--- src/rtl/branch_target_aligner.sv ---
// Two-stage branch-target generator: sign-extend and align the offset, then add to the prefetch-adjusted PC.
// Valid/ready on both sides; flush kills both stages, reset clears valids and result data.
module branch_target_aligner #(
    parameter int unsigned WIDTH     = 32,
    parameter int unsigned OFF_W     = 24,
    parameter int unsigned PC_OFFSET = 8
) (
    input  logic             clk,
    input  logic             rst_n,
    input  logic             flush,
    input  logic             in_valid,
    output logic             in_ready,
    input  logic [OFF_W-1:0] offset,
    input  logic [WIDTH-1:0] pc,
    input  logic [1:0]       mode,
    output logic             out_valid,
    input  logic             out_ready,
    output logic [WIDTH-1:0] target,
    output logic [WIDTH-1:0] aligned_off,
    output logic             align_err
);

    localparam int unsigned SHW   = 2;
    localparam int unsigned EXT_W = WIDTH - OFF_W;
    localparam logic [1:0]  MODE_WORD = 2'b00;
    localparam logic [1:0]  MODE_HALF = 2'b01;
    localparam logic [1:0]  MODE_BYTE = 2'b10;

    logic             w_s2_adv;
    logic             w_s1_adv;
    logic             w_accept;
    logic [WIDTH-1:0] w_ext;
    logic [WIDTH-1:0] w_aligned;
    logic [SHW-1:0]   w_shift;
    logic             w_err;
    logic [WIDTH-1:0] w_target;

    logic             r_s1_valid;
    logic [WIDTH-1:0] r_s1_pc;
    logic [WIDTH-1:0] r_s1_aligned;
    logic             r_s1_err;

    logic             r_s2_valid;
    logic [WIDTH-1:0] r_s2_target;
    logic [WIDTH-1:0] r_s2_aligned;
    logic             r_s2_err;

    // Pipeline advance conditions; in_ready never looks at in_valid.
    always_comb begin
        w_s2_adv = !r_s2_valid || out_ready;
        w_s1_adv = r_s1_valid && w_s2_adv;
        in_ready = !r_s1_valid || w_s1_adv;
        w_accept = in_valid && in_ready && !flush;
    end

    // Reserved mode aligns like word mode but always flags an error.
    always_comb begin
        w_ext   = {{EXT_W{offset[OFF_W-1]}}, offset};
        w_shift = SHW'(2);
        w_err   = 1'b1;
        case (mode)
            MODE_WORD: begin
                w_shift = SHW'(2);
                w_err   = |pc[1:0];
            end
            MODE_HALF: begin
                w_shift = SHW'(1);
                w_err   = pc[0];
            end
            MODE_BYTE: begin
                w_shift = SHW'(0);
                w_err   = 1'b0;
            end
            default: ;
        endcase
        w_aligned = w_ext << w_shift;
        w_target  = r_s1_pc + WIDTH'(PC_OFFSET) + r_s1_aligned;
    end

    always_ff @(posedge clk or negedge rst_n) begin
        if (!rst_n) begin
            r_s1_valid <= 1'b0;
            r_s2_valid <= 1'b0;
        end else if (flush) begin
            r_s1_valid <= 1'b0;
            r_s2_valid <= 1'b0;
        end else begin
            if (w_s2_adv) begin
                r_s2_valid <= r_s1_valid;
            end
            if (w_accept) begin
                r_s1_valid <= 1'b1;
            end else if (w_s1_adv) begin
                r_s1_valid <= 1'b0;
            end
        end
    end

    // Stage payloads only load on a transfer, so a stalled result holds steady.
    always_ff @(posedge clk or negedge rst_n) begin
        if (!rst_n) begin
            r_s1_pc      <= '0;
            r_s1_aligned <= '0;
            r_s1_err     <= 1'b0;
            r_s2_target  <= '0;
            r_s2_aligned <= '0;
            r_s2_err     <= 1'b0;
        end else begin
            if (w_accept) begin
                r_s1_pc      <= pc;
                r_s1_aligned <= w_aligned;
                r_s1_err     <= w_err;
            end
            if (w_s1_adv && !flush) begin
                r_s2_target  <= w_target;
                r_s2_aligned <= r_s1_aligned;
                r_s2_err     <= r_s1_err;
            end
        end
    end

    always_comb begin
        out_valid   = r_s2_valid;
        target      = r_s2_target;
        aligned_off = r_s2_aligned;
        align_err   = r_s2_err;
    end

endmodule

--- config.mk ---
export PLATFORM = sky130hd
export DESIGN_NAME = branch_target_aligner
export DESIGN_NICKNAME = d
export VERILOG_FILES = /design/src/rtl/branch_target_aligner.sv
export SDC_FILE = /design/constraint.sdc
export NUM_CORES = 1
export LEC_CHECK = 0
export CORE_ASPECT_RATIO = 1.2
export CORE_MARGIN = 3
export CORE_UTILIZATION = 40
export CTS_BUF_LIST = sky130_fd_sc_hd__clkbuf_8
export DETAILED_ROUTE_END_ITERATION = 8
export HOLD_SLACK_MARGIN = 0.06
export PLACE_DENSITY = 0.63
export SLEW_MARGIN = 40
export SYNTH_ARGS = -nofsm -noshare
export SYNTH_HDL_FRONTEND = slang
export SYNTH_SLANG_ARGS = --single-unit
--- constraint.sdc ---
create_clock -name clk -period 4.6 [get_ports clk]
set_input_delay 1.38 -clock clk [delete_from_list [all_inputs] [get_ports clk]]
set_output_delay 1.38 -clock clk [all_outputs]
set_load 0.02 [all_outputs]
* Yosys cells after proc, flatten, opt, wreduce, memory -nomap -nowiden
Index checks and enable logic that the tools add are counted.
** Word-level totals
- Bits of input ports :: 63
- Output and inout bits :: 67
- Logic and storage cells :: 33
- Register bits after elaboration :: 132
** Operators by class
- Equality and inequality tests :: 2
- Reductions and logical operators :: 13
- Add/sub/neg operators :: 2
- Shift-type cells :: 1
- Mux-type cells :: 7
** Operator list (number)
- adder 32 bit :: 1
- adder 32 x 4 -> 32 bit (second input constant) :: 1
- left shift 32 x 2 -> 32 bit :: 1
- 2-to-1 mux 1 bit :: 5
- logical AND 1 bit :: 4
- one-hot mux 2 bit (2 select lines) :: 1
- logical NOT 1 bit :: 3
- one-hot mux 1 bit (3 select lines) :: 1
- nonzero test 3 bit :: 1
- equality test 2 x 1 -> 1 bit (second input constant) :: 1
- equality test 2 bit (second input constant) :: 1
- logical NOT 2 bit :: 1
- logical OR 1 bit :: 2
- nonzero test 2 bit :: 1
- OR reduction 2 bit :: 1

* Depth between registers and ports, before layout
- Depth in word-level cells :: 8
- Mapped depth :: 12
- Depth with buffers taken out :: 12

* Worst setup path before layout
Ideal clock, no wire load.
- Path kind :: input-to-output
- Start :: input out_ready
- End :: output in_ready
- Path slack :: 1481 ps
- Path buffers :: 0
- Data required time :: 3220 ps
- Stages on the path :: 2
- Arrival :: 1739 ps
- Cells stage by stage :: nor2b_1 > nand2_1
** On the way
- Word-level cells in the longest chain between the ends :: 3
** RTL lines
- from (decl) :: line 17 : input logic out_ready,
- logical OR 1 bit :: line 50 : w_s2_adv = !r_s2_valid || out_ready;
- logical AND 1 bit :: line 51 : w_s1_adv = r_s1_valid && w_s2_adv;
- logical OR 1 bit :: line 52 : in_ready = !r_s1_valid || w_s1_adv;
- to (decl) :: line 12 : output logic in_ready,
Every way passes these cells.

* Worst setup path after layout
Ends and elaborated chain as after synthesis.

==> run_results.csv <==
group,metric,value,unit
cts,clk_pin_slew,70,ps
yosys,syn_area_per_cell,10.9,um2
drt,dr.pass1.iters,4,
finish,mostFrequentLayoutCell,"clkdlybuf4s50_1",
cts,numCtsBuffers,17,
floorplanning,num_rows,52,
cts,cts_tree,"done",
power_and_ir_drop,p_sw,0.00192,W
power_and_ir_drop,ir_worst_vdd,0.000264,V
floorplanning,die_area,19300,um2
grt,grt_pass1_vias,5344,
finish,utilization,52.5,%
power_and_ir_drop,power_density,562,nW/um2
sta,max_clock_freq,246,MHz
placement,dpl_cell_area,8550,um2
finish,fillers,1558,
yosys,synth.net_count,777,
cts,cts_hold_buf,0,
grt,grt_usage,17.8,%
drt,drtIter0Drc,197,
critical_path,cp.required,3220,ps
cts,post_cts_buffers,0,
power_and_ir_drop,pwr-share-comb,47.6,%
drt,viasPerCell,5.14,
critical_path,worstPathMaxFanout,4,
floorplanning,start_util,41.3,%
power_and_ir_drop,finalPower,0.00505,W
cts,clk_latency,460,ps
critical_path,worstSetupStartpointType,"input port",
sta,holdWs,486,ps
drt,vias,5133,
yosys,synth_flop_cell,"dfrtp_1",
finish,num_antenna_cells,0,
drt,drc,0,
sta,clock_skew,15.6,ps
sta,setup_viol,0,
yosys,synth_edf_count,0,
finish,area_delta_synth_final,27.2,%
yosys,ys_types,57,
sta,finalCriticalPeriod,4060,ps
cts,clockBufferDepth,2,
finish,drive_above_1_share,18.8,%
min_path,hold_path.class,"reg2reg",
status,status,"complete, no violations",
placement,dpl.hpwl,12.6,mm
yosys,ys_ff_latch,122,
cts,cts-root-buf,"clkbuf_8",
yosys,syn_inst,648,
cts,cts_resized,0,
yosys,synth_area,7070,um2
grt,overflow,0,
grt,grt_pass1_wl,27.2,mm
power_and_ir_drop,seqPwrFrac,31.6,%
power_and_ir_drop,p_leak,4.06,nW
sta,finalMaxSlewViolations,0,
sta,slew_headroom,60.1,%
grt,antenna_found_initial,0,
finish,ff_latch_area,3050,um2
placement,gp_congestion,0.894,
critical_path,cp-end-kind,"primary output",
yosys,ys_warn_count,0,
cts,clkSinkCount,122,
yosys,synthArstFlopShare,100,%
critical_path,reg2reg_slack,1390,ps
cts,cts_max_level,4,
finish,final_cell_mix,"128 x clkdlybuf4s50_1, 122 x dfrtp_1, 92 x mux2_2, 68 x nand2_1, 65 x ha_1",
floorplanning,io-pin-count,130,
floorplanning,die_h,152,um
critical_path,arrival,2680,ps
finish,fin_nets,899,
grt,grt_max_degree,69,
power_and_ir_drop,swShare,38.0,%
power_and_ir_drop,p_int,0.00313,W
floorplanning,die_width,127,um
yosys,ys_seq_area_share,43.2,%
sta,fin_tns_setup,0,ps
drt,post_drt_wl_per_cell,16.5,um
drt,routed_wl,16.5,mm
sta,fin_crit_sh,88.4,%
sta,rsz0062_at_grt,"false",
job,maxCapViolCount,0,
power_and_ir_drop,clkPwrFrac,20.8,%
placement,io_buffers,129,
drt,ant_nets,0,
finish,postLayoutCellArea,8990,um2
critical_path,crit_type,"in2out",
sta,tightest_slew,599,ps
finish,multiInputGateArea,3820,um2
floorplanning,coreArea,17100,um2
sta,hold_viol,0,
-- logic make-up (layout without fill, tap and decap cells) --
family                     count (synthesis)  in the layout  share of synthesized area, %
AOI/OAI and AO/OA                        147            147                          12.9
and+or+nand+nor                          132            132                          8.35
DFF                                      122            122                          43.2
muxes                                    109            109                          17.1
adders and majority gates                 66             66                          11.8
buffers and inverters                     40            175                          2.76
xor gates and xnor gates                  32             32                          3.96
-- Yosys cell counts, types with 2 or more instances --
master / count / area (um2)
a211oi_1: 2 / 15.0
a21boi_0: 2 / 15.0
a21o_1: 18 / 135
a21o_2: 3 / 26.3
a21oi_1: 37 / 185
a21oi_2: 3 / 26.3
a31oi_1: 6 / 37.5
and2_1: 2 / 12.5
buf_1: 6 / 22.5
buf_2: 4 / 20.0
buf_4: 6 / 45.0
clkbuf_1: 14 / 52.6
dfrtp_1: 122 / 3050
ha_1: 65 / 813
inv_1: 8 / 30.0
mux2_2: 92 / 1040
mux2i_1: 17 / 170
nand2_1: 68 / 255
nand3_1: 7 / 35.0
nand3b_1: 2 / 15.0
nand4_1: 3 / 18.8
nor2_1: 31 / 116
nor2b_1: 4 / 25.0
nor3_1: 2 / 10.0
o21a_1: 2 / 15.0
o21ai_0: 54 / 270
o21ai_1: 6 / 30.0
o21bai_1: 3 / 22.5
xnor2_1: 16 / 140
xor2_1: 16 / 140
-- sequential cells by signal (all words and copies together), names as in the netlist --
signal        cells
r_s1_err          1
r_s1_valid        1
target           32
align_err         1
out_valid         1
r_s1_pc          32
aligned_off      27
r_s1_aligned     27
-- through the flow --
stage	std cells	setup WS, ps
3_5_place_dp	967	550
6_report	999	535
2_1_floorplan	648	1480
5_1_grt	999	437
4_1_cts	999	546
3_3_place_gp	966	593
-- area by class of cell --
type	instances	share of cell area (%)
inverter	8	0.334
clock inverter	13	1.96
clock buffer	19	2.91
multi-input combinational	486	42.5
timing repair buffer	135	15.3
sequential	122	34.0
tap	216	3.01
-- per-layer routing --
metal	GRT usage (%)	part of all wire [%]	vias to the layer above	routed length (um)
met5	0	0	-	0
met4	5.47	1.1	0	177
met3	4.66	5.0	17	821
met2	29.8	50	121	8160
met1	22.7	44	2427	7320
li1	-	-	2568	-
-- power groups by stage --
stage	sequential, W	combinational, W	clock, W
6_report	0.00160	0.00240	0.00105
5_1_grt	0.00164	0.00264	0.00113
4_1_cts	0.00161	0.00242	0.00108
3_5_place_dp	0.00163	0.00241	0
3_3_place_gp	0.00161	0.00238	0
2_1_floorplan	0.00184	0.00128	0
-- worst max-delay path: stages --
cell and delay [ps]:
clkdlybuf4s50_1 390, nor2b_1 230, nand2_1 130, clkdlybuf4s50_1 550
-- path summary, 6_finish.rpt --
kind                                 start          to  cells past startpoint
max                              out_ready    in_ready                      4
min                              target[8]   target[8]                      2
max reg2reg                r_s1_aligned[1]  target[25]                     11
min reg2reg                      target[8]   target[8]                      2
max in group asynchronous            rst_n   target[0]                      2
min in group asynchronous            rst_n  target[14]                      1
No activity file was read; power rests on OpenSTA's default activity.
